## config.mk

```make
export PLATFORM = sky130hd
export DESIGN_NAME = uart_receiver
export DESIGN_NICKNAME = d
export VERILOG_FILES = /design/src/rtl/uart_pkg.sv /design/src/rtl/sync_2ff.sv /design/src/rtl/uart_receiver.sv
export SDC_FILE = /design/constraint.sdc
export NUM_CORES = 1
export LEC_CHECK = 0
export CORE_UTILIZATION = 48
export DETAILED_ROUTE_END_ITERATION = 6
export PLACE_DENSITY = 0.76
export SETUP_SLACK_MARGIN = 0.3
export SYNTH_ARGS = -nofsm -noshare
export SYNTH_HDL_FRONTEND = slang
export SYNTH_SLANG_ARGS = --single-unit
```

## constraint.sdc

```tcl
create_clock -name clk -period 1.6 [get_ports clk]
set_clock_uncertainty 0.05 [all_clocks]
set_input_delay 0.24 -clock clk [delete_from_list [all_inputs] [get_ports clk]]
set_output_delay 0.24 -clock clk [all_outputs]
set_load 0.05 [all_outputs]
```

## src/rtl/uart_pkg.sv

```systemverilog
// Shared UART definitions: FSM state encoding (common with the transmitter)
// and default frame geometry.
package uart_pkg;

    typedef enum logic [1:0] {
        ST_IDLE  = 2'd0,
        ST_START = 2'd1,
        ST_DATA  = 2'd2,
        ST_STOP  = 2'd3
    } uart_state_e;

    localparam int DEFAULT_OVERSAMPLE = 16;
    localparam int DEFAULT_DATA_BITS  = 8;

endpackage

```

## src/rtl/sync_2ff.sv

```systemverilog
// Two-flop synchronizer for an asynchronous single-bit input, with a
// configurable reset value so idle-high and idle-low lines both reset cleanly.
module sync_2ff #(
    parameter logic RESET_VAL = 1'b1
) (
    input  logic clk,
    input  logic rst,
    input  logic i_d,
    output logic o_q
);

    logic r_meta;
    logic r_sync;

    always_ff @(posedge clk) begin
        if (rst) begin
            r_meta <= RESET_VAL;
            r_sync <= RESET_VAL;
        end else begin
            r_meta <= i_d;
            r_sync <= r_meta;
        end
    end

    assign o_q = r_sync;

endmodule

```

## src/rtl/uart_receiver.sv

```systemverilog
// 8N1 UART receive path: oversampled start detect, LSB-first deserialiser,
// byte holding register with sticky ready / framing / overrun status.
module uart_receiver
    import uart_pkg::*;
#(
    parameter int OVERSAMPLE = DEFAULT_OVERSAMPLE,
    parameter int DATA_BITS  = DEFAULT_DATA_BITS
) (
    input  logic                 clk,
    input  logic                 rst,
    input  logic                 i_rx,
    input  logic                 i_sample_en,
    input  logic                 i_rd_clr,
    output logic [DATA_BITS-1:0] o_data_out,
    output logic                 o_ready,
    output logic                 o_framing_err,
    output logic                 o_overrun,
    output logic                 o_busy
);

    localparam int CNT_W = $clog2(OVERSAMPLE);
    localparam int IDX_W = (DATA_BITS > 1) ? $clog2(DATA_BITS) : 1;

    localparam logic [CNT_W-1:0] CNT_HALF = CNT_W'(OVERSAMPLE / 2 - 1);
    localparam logic [CNT_W-1:0] CNT_LAST = CNT_W'(OVERSAMPLE - 1);
    localparam logic [IDX_W-1:0] IDX_LAST = IDX_W'(DATA_BITS - 1);

    logic                 w_rx_s;
    uart_state_e          r_state;
    logic [CNT_W-1:0]     r_cnt;
    logic [IDX_W-1:0]     r_idx;
    logic [DATA_BITS-1:0] r_shreg;
    logic [DATA_BITS-1:0] r_data_out;
    logic                 r_ready;
    logic                 r_framing_err;
    logic                 r_overrun;

    sync_2ff #(
        .RESET_VAL (1'b1)
    ) u_rx_sync (
        .clk (clk),
        .rst (rst),
        .i_d (i_rx),
        .o_q (w_rx_s)
    );

    always_ff @(posedge clk) begin
        if (rst) begin
            r_state       <= ST_IDLE;
            r_cnt         <= '0;
            r_idx         <= '0;
            r_shreg       <= '0;
            r_data_out    <= '0;
            r_ready       <= 1'b0;
            r_framing_err <= 1'b0;
            r_overrun     <= 1'b0;
        end else begin
            // Host clear first; a completion in the same cycle overrides it below.
            if (i_rd_clr) begin
                r_ready       <= 1'b0;
                r_framing_err <= 1'b0;
                r_overrun     <= 1'b0;
            end
            if (i_sample_en) begin
                case (r_state)
                    ST_IDLE: begin
                        if (!w_rx_s) begin
                            r_state <= ST_START;
                            r_cnt   <= '0;
                        end
                    end
                    ST_START: begin
                        if (r_cnt == CNT_HALF) begin
                            r_cnt <= '0;
                            r_idx <= '0;
                            r_state <= w_rx_s ? ST_IDLE : ST_DATA;
                        end else begin
                            r_cnt <= r_cnt + 1'b1;
                        end
                    end
                    ST_DATA: begin
                        if (r_cnt == CNT_LAST) begin
                            r_shreg[r_idx] <= w_rx_s;
                            r_cnt          <= '0;
                            if (r_idx == IDX_LAST) begin
                                r_state <= ST_STOP;
                            end else begin
                                r_idx <= r_idx + 1'b1;
                            end
                        end else begin
                            r_cnt <= r_cnt + 1'b1;
                        end
                    end
                    ST_STOP: begin
                        if (r_cnt == CNT_LAST) begin
                            r_state <= ST_IDLE;
                            r_cnt   <= '0;
                            if (w_rx_s) begin
                                r_data_out <= r_shreg;
                                r_ready    <= 1'b1;
                                if (r_ready && !i_rd_clr) begin
                                    r_overrun <= 1'b1;
                                end
                            end else begin
                                r_framing_err <= 1'b1;
                            end
                        end else begin
                            r_cnt <= r_cnt + 1'b1;
                        end
                    end
                    default: r_state <= ST_IDLE;
                endcase
            end
        end
    end

    assign o_data_out    = r_data_out;
    assign o_ready       = r_ready;
    assign o_framing_err = r_framing_err;
    assign o_overrun     = r_overrun;
    assign o_busy        = (r_state != ST_IDLE);

endmodule

```

; Word level (Yosys, flattened, before mapping)
; Cells that the tools add are included.
[classes]
n_addsub = 2
mul = 0
div = 0
order_cmp = 2
n_eq_ne = 12
shift = 0
mux = 34
n_bitwise = 0
reduce_logical = 12
[ops]
columns = op, n
row1 = $mux W1, 17
row2 = $mux W2, 6
row3 = $mux W4, 3
row4 = $ne A2 B2 Y1 const B, 6
row5 = $pmux W4 S3, 1
row6 = $mux W3, 3
row7 = $bwmux W8, 1
row8 = $pmux W2 S4, 1
row9 = $pmux W3 S2, 1
row10 = $reduce_and A6 Y1, 1
row11 = $reduce_and A5 Y1, 1
row12 = $add A4 B1 Y4 const B, 1
row13 = $eq A2 B2 Y1 const B, 2
row14 = $eq A4 B3 Y1 const B, 1
row15 = $eq A4 B4 Y1 const B, 1
row16 = $lt A3 B4 Y1 const B, 1
row17 = $reduce_and A4 Y1, 1
row18 = $reduce_bool A2 Y1, 2
row19 = $add A3 B1 Y3 const B, 1
row20 = $demux W1 S3, 1
row21 = $eq A3 B3 Y1 const B, 1
row22 = $ge A3 B1 Y1 const B, 1
row23 = $reduce_and A3 Y1, 1
row24 = $eq A2 B1 Y1 const B, 1
row25 = other kinds (5), 6
[word_totals]
reg_bits = 30
latch_bits = 0
ram_bits = 0
romBits = 0
input_bits = 5
output_inout_bits = 12
elab_cells = 72
n_memories = 0

; Longest topological paths before layout
; Gate-level depths: netlist of the first run.
[depth]
ltp_word = 7
depth_mapped = 7
mapped_depth_nobuf = 6

; By module
; From an unflattened synthesis of the first run, not the netlist that was laid out.
[unflattened]
cells_unflattened = 167
area_unflattened_um2 = 1556.5
[by_module_without_submodules]
columns = mod, n_inst, cells_each, area_per_inst_um2, seq_area_each_um2
row1 = uart_receiver, 1, 163, 1503.9, 560.5
row2 = sync_2ff, 1, 4, 52.6, 40.0

; Worst setup path before layout of the first run
; No wires, ideal clock.
[synth_path]
path_kind = flip-flop to flip-flop
from = reg r_idx[1]
to = reg r_idx[0]
setup_ps = 128
arrival_time_ps = 1323
required_time_ps = 1422
setup_slack_ps = 99
stages_incl_launch_ff = 7
n_path_buf = 0
synth_period_minus_slack_ps = 1501
path_cell_list = dfxtp_1 > ha_1 > ha_1 > and4bb_1 > o21ai_2 > mux2i_1 > nor2_1
[synth_between]
elab_chain_len = 3
[synth_rtl]
columns = item, line_no
row1 = start: declaration, uart_receiver.sv:31  ; logic [IDX_W-1:0] r_idx;
row2 = start signal: assignment, uart_receiver.sv:88  ; r_idx <= r_idx + 1'b1;
row3 = $eq A3 B3 Y1, uart_receiver.sv:85  ; if (r_idx == IDX_LAST) begin
row4 = $ne A2 B2 Y1 (no line), --
row5 = $reduce_and A5 Y1 (no line), --
; Every way passes these cells.
; A chain may end at the register's enable or synchronous reset.

==> results_dict.tcl, run 1 <==
set metrics [dict create \
    drt_wl_total_um 2950 \
    run_status "finished clean" \
    syn_inst 136 \
    grt_pass1_vias 1063 \
    synth_async_sr_flop_share 0 \
    worstSetupPathType "flop to flop" \
    initial_core_util 0.525 \
    synth_fa_ha_area_frac 0.0278 \
    critPathArrivalTime_ns 1.67 \
    drtAntennaViolNets 0 \
    critPathLaunchType "flop" \
    final_common_cell "buf_4" \
    drt-initial-drc-count 19 \
    path_buf_inv 2 \
    synth_compound_area_frac 0.0798 \
    rsz0062_at_grt "yes" \
    clockBufferDepth 2 \
    cp.required_ns 1.77 \
    syn2layout_area_growth_pct 36.6 \
    cp.depth 6 \
    leakage_nw 0.857 \
    synth_enable_flop_cells 0 \
    finalPower_mw 1.25 \
    tightest_slew_ns 0.376 \
    gp_congestion 0.861 \
    num-nets-final 181 \
    hpwlAfterDp_um 1840 \
    final.fill_count 191 \
    relSlewSlack 0.749 \
    grt_max_degree 20 \
    hold_class "flop to flop" \
    ys_seq_area_frac 0.445 \
    yosys_warnings 0 \
    vdd_ir_drop_max_uv 710 \
    io_pins 17 \
    worstPathMaxFanout 7 \
    fin_crit_sh 0.935 \
    finalMaxSlewViolations 0 \
    grtUsageTotal 0.227 \
    avgRoutedWirePerCell_um 14.5 \
    endpoint_kind "flop" \
    synth-xor-area-share 0.00649 \
    r2r_cells 6 \
    drive_gt1_frac 0.382 \
    timing.fmax_ghz 0.668 \
    cts_num_sinks 30 \
    path_delay_family "simple AND/OR/NAND/NOR gates" \
    diodes 0 \
    worstPathCellList "buf_6, buf_4, nor3b_1, o21ai_4, mux2i_1, nor2_1" \
    min_period_ns 1.50 \
    die_h_um 55.0 \
    die-area_um2 3030 \
    portBuffers 16 \
    synth.distinct_cells 36 \
    layout_setup_ws_ns 0.104 \
    clock_latency_ns 0.33 \
    avgSynthCellArea_um2 9.92 \
    cts_root_buf "clkbuf_4" \
    cap_viol_max_count 0 \
    yosys.area.top_type "dfxtp_1" \
    placeableCoreArea_um2 2570 \
    pre_cts_slack_ns -0.0599 \
    synth_top_family_by_area "simple AND/OR/NAND/NOR gates" \
    postCtsHoldBufs 0 \
    dpl_cell_area_um2 1610 \
    hold_viol 0 \
    stdcell_area_um2 1840 \
    drt-vias-per-instance 5.66 \
    pwr_density_cell_nw_per_um2 679 \
    antenna_found_initial 0 \
    clkTransAtPathRegs_ns 0.09 \
    synth.top_cell.area_share 0.445 \
    cts_buffers 5 \
    holdPathStages 1 \
    layout_common_cells "buf_4, nor2_1, dfxtp_1, mux2i_1, clkbuf_4" \
    syn_nets 144 \
    dr.pass1.iters 4 \
    grt_pass1_wl_um 4650 \
    synth_area_um2 1350 \
    synthSimpleGateAreaFrac 0.228 \
    drc 0 \
    holdWs_ns 0.368 \
    slowest_delay_ns 0.34 \
    setup_viol 0 \
    num_rows 18 \
    synthFlopType "dfxtp_1" \
    critical-path-slowest-cell "dfxtp_2" \
    die_width_um 55.0 \
    overflow 0 \
    post_synth_mux_area_share 0.156 \
    vias 1149 \
    htree_levels 2 \
    cts_tree "yes" \
    synth_seq_cells 30 \
    synthTopCellsByArea "dfxtp_1, mux2i_1, nor2_1" \
]
cell usage after synthesis, types with 2 or more instances:
cell and instances:
a32oi_1 2, buf_6 2, nand4_1 2, a31oi_1 3, nand4b_1 2, nand3_1 3
nand2_1 3, and3_1 2, mux2i_1 21, dfxtp_1 30, and3b_1 2, o21ai_1 2
inv_1 2, a21oi_1 3, buf_4 4, nor2_1 24, nand3b_1 2, ha_1 3
clkbuf_1 3, or2_1 3, and4bb_1 3
where the power goes:
group          internal, mW  switching [mW]
Sequential            0.746         0.00357
Combinational        0.0429          0.0470
Clock                 0.158           0.256
Total                 0.946           0.306
worst reg2reg max path, cell delays in order (launching register included):
cell	delay (ns)
dfxtp_2	0.34
buf_6	0.11
buf_4	0.15
nor3b_1	0.35
o21ai_4	0.13
mux2i_1	0.22
nor2_1	0.06
per-stage QoR:
step | TNS [ns] | util | cells
6_report | 0 | 0.718 | 203
5_1_grt | 0 | 0.718 | 203
2_1_floorplan | 0 | - | 136
4_1_cts | 0 | 0.695 | 201
3_3_place_gp | -0.0247 | 0.626 | 182
3_5_place_dp | -0.140 | 0.626 | 182
registers in the layout (all words and copies together) (netlist names), named ones only:
signal	flops
o_overrun	1
r_idx	3
r_state	1
r_cnt	4
o_data_out	8
o_framing_err	1
o_ready	1
u_rx_sync.o_q	1
u_rx_sync.r_meta	1
r_shreg	8
final timing paths:
kind / startpoint / endpoint / slack, ns
worst max-delay path: flop / r_idx[0]$_SDFFE_PP0P_ / 0.10
worst min-delay path: u_rx_sync.r_meta$_SDFF_PP1_ / u_rx_sync.o_q$_SDFF_PP1_ / 0.37
worst max register to register: flop / r_idx[0]$_SDFFE_PP0P_ / 0.10
worst min register to register: u_rx_sync.r_meta$_SDFF_PP1_ / u_rx_sync.o_q$_SDFF_PP1_ / 0.37
metal layers:
layer	global-route usage	share of wire	up-vias
met1	0.253	0.43	542
met5	0	0	-
li1	-	-	562
met4	0.125	0.030	0
met3	0.0820	0.045	10
met2	0.371	0.50	35
area by class of cell:
type / instances / area, um2 / area share
clock buffers: 5 / 37.5 / 0.0204
inverters: 2 / 7.51 / 0.00407
flip-flops and latches: 30 / 621 / 0.337
clock inverters: 2 / 10.0 / 0.00543
repair buffers: 40 / 350 / 0.190
well taps: 30 / 37.5 / 0.0204
multi-input cells: 94 / 779 / 0.423
repair_timing:
action                                  4_1_cts  5_1_grt
endpoints found under the setup margin       26       27
pin swaps                                    11       13
gates resized for setup                      10        9
setup buffers                                12        2
cells by family (layout without fill, tap and decap cells):
kind of cell	after synthesis	in the layout
simple gates	53	53
xor+xnor	1	1
buf+inv	12	49
flops	30	30
compound gates	16	16
fa+ha+maj	3	3
mux	21	21
Power figures use the tool's default switching activity.
==> run 2, diff against run 1 <==
--- a/config.mk
+++ b/config.mk
@@ -5,7 +5,9 @@
 export SDC_FILE = /design/constraint.sdc
 export NUM_CORES = 1
 export LEC_CHECK = 0
+export CORE_MARGIN = 3
 export CORE_UTILIZATION = 48
+export CTS_CLUSTER_DIAMETER = 80
 export DETAILED_ROUTE_END_ITERATION = 6
 export PLACE_DENSITY = 0.76
 export SETUP_SLACK_MARGIN = 0.3
==> results_dict.tcl, run 2 (synthesized netlist as in run 1, its figures left out) <==
set metrics [dict create \
    syn2layout_area_growth_pct 39.3 \
    run_status "finished clean" \
    r2r_cells 6 \
    clkPwrFrac 0.363 \
    cts_root_buf "clkbuf_4" \
    drive_gt1_frac 0.366 \
    timing.fmax_ghz 0.660 \
    io_pins 17 \
    relSlewSlack 0.757 \
    p_int_mw 1.01 \
    grt_pass1_wl_um 5110 \
    clkTransAtPathRegs_ns 0.10 \
    initial_core_util 0.525 \
    pwr_density_cell_nw_per_um2 706 \
    finalPower_mw 1.33 \
    placeableCoreArea_um2 2570 \
    overflow 0 \
    vias 1145 \
    pwr-share-comb 0.073 \
    worstSetupPathType "flop to primary output" \
    portBuffers 16 \
    drtAntennaViolNets 0 \
    finalMaxSlewViolations 0 \
    fin_crit_sh 0.947 \
    p_sw_frac 0.242 \
    avgRoutedWirePerCell_um 15.7 \
    num_rows 18 \
    rsz0062_at_grt "yes" \
    htree_levels 2 \
    diodes 0 \
    grt_max_degree 31 \
    drt_wl_total_um 3160 \
    cap_viol_max_count 0 \
    leakage_nw 0.864 \
    die_width_um 59.0 \
    final_common_cell "nor2_1" \
    cts_tree "yes" \
    cts_buffers 5 \
    setup_viol 0 \
    clockBufferDepth 2 \
    hpwlAfterDp_um 1870 \
    holdPathStages 1 \
    die_h_um 59.0 \
    grtUsageTotal 0.200 \
    layout_setup_ws_ns 0.0854 \
    cts_num_sinks 30 \
    drt-initial-drc-count 44 \
    hold_class "flop to flop" \
    stdcell_area_um2 1880 \
    grt_pass1_vias 1184 \
    worstPathMaxFanout 3 \
    endpoint_kind "primary output" \
    seqPwrFrac 0.564 \
    vdd_ir_drop_max_uv 757 \
    hold_viol 0 \
    drt-vias-per-instance 5.67 \
    postCtsHoldBufs 0 \
    p_switching_mw 0.321 \
    antenna_found_initial 0 \
    layout_common_cells "nor2_1, buf_4, dfxtp_1, mux2i_1, buf_6" \
    dpl_cell_area_um2 1610 \
    drc 0 \
    pre_cts_slack_ns -0.0377 \
    num-nets-final 179 \
    clock_latency_ns 0.34 \
    gp_congestion 0.813 \
    min_period_ns 1.51 \
    die-area_um2 3480 \
    cp.required_ns 1.31 \
    dr.pass1.iters 4 \
    tightest_slew_ns 0.364 \
    r2r_slack_ns 0.11 \
    critPathArrivalTime_ns 1.22 \
    critPathLaunchType "flop" \
]
==> run 2: changes by cell type in the layout (fill, tap and decap cells not counted), sizes merged <==
cell / before / now
buf: 36 / 34
clkbuf: 5 / 7
clkinv: 2 / 1
==> run 2: power by group through the flow <==
stage,clock network (mW),logic [mW],registers (mW)
after detailed placement,0,0.0731,0.771
after global placement,0,0.0714,0.771
after floorplan,0,0.0412,0.769
final,0.482,0.0970,0.748
after global routing,0.527,0.102,0.749
after CTS,0.486,0.0923,0.749
==> run 2: routing by layer <==
metal | global-route usage | share of wire | routed length (um) | vias up
met5 | 0 | 0 | 0 | -
met4 | 0.139 | 0.026 | 82 | 0
met3 | 0.0458 | 0.034 | 109 | 12
met2 | 0.341 | 0.50 | 1600 | 28
met1 | 0.217 | 0.43 | 1370 | 549
li1 | - | - | - | 556
==> run 2: final cells by class <==
type                    instances  area [um2]
clock buffers                   7        55.1
clock inverters                 1        5.00
fillers                       166         688
inverters                       2        7.51
multi-input cells              94         769
flip-flops and latches         30         626
well taps                      30        37.5
repair buffers                 38         379
==> run 2: worst max-delay path, cell delays in order, from the launching register on <==
cell     delay (ns)
dfxtp_4        0.37
buf_6          0.11
or2_4          0.25
buf_12         0.15
==> run 2: worst paths after layout <==
path / startpoint / endpoint
min reg2reg: u_rx_sync.r_meta$_SDFF_PP1_ / u_rx_sync.o_q$_SDFF_PP1_
max reg2reg: r_state[0]$_SDFFE_PP0P_ / r_shreg[0]$_SDFFE_PP0P_
max: r_state[0]$_SDFFE_PP0P_ / o_busy
min: u_rx_sync.r_meta$_SDFF_PP1_ / u_rx_sync.o_q$_SDFF_PP1_
==> run 2: metrics by stage <==
step / cells / util / TNS (ns) / hold slack [ns]
after floorplan: 136 / - / 0 / 0.269
after global placement: 181 / 0.628 / -0.0105 / 0.338
after detailed placement: 181 / 0.628 / -0.126 / 0.343
after CTS: 200 / 0.718 / 0 / 0.366
after global routing: 202 / 0.732 / 0 / 0.379
final: 202 / 0.732 / 0 / 0.362
==> run 2: repair_timing <==
item,in CTS,in global routing
hold endpoints to repair,0,0
gates resized for setup,18,6
endpoints found under the setup margin,26,29
pin swaps,11,18
cloned,1,0
buffers inserted,10,2
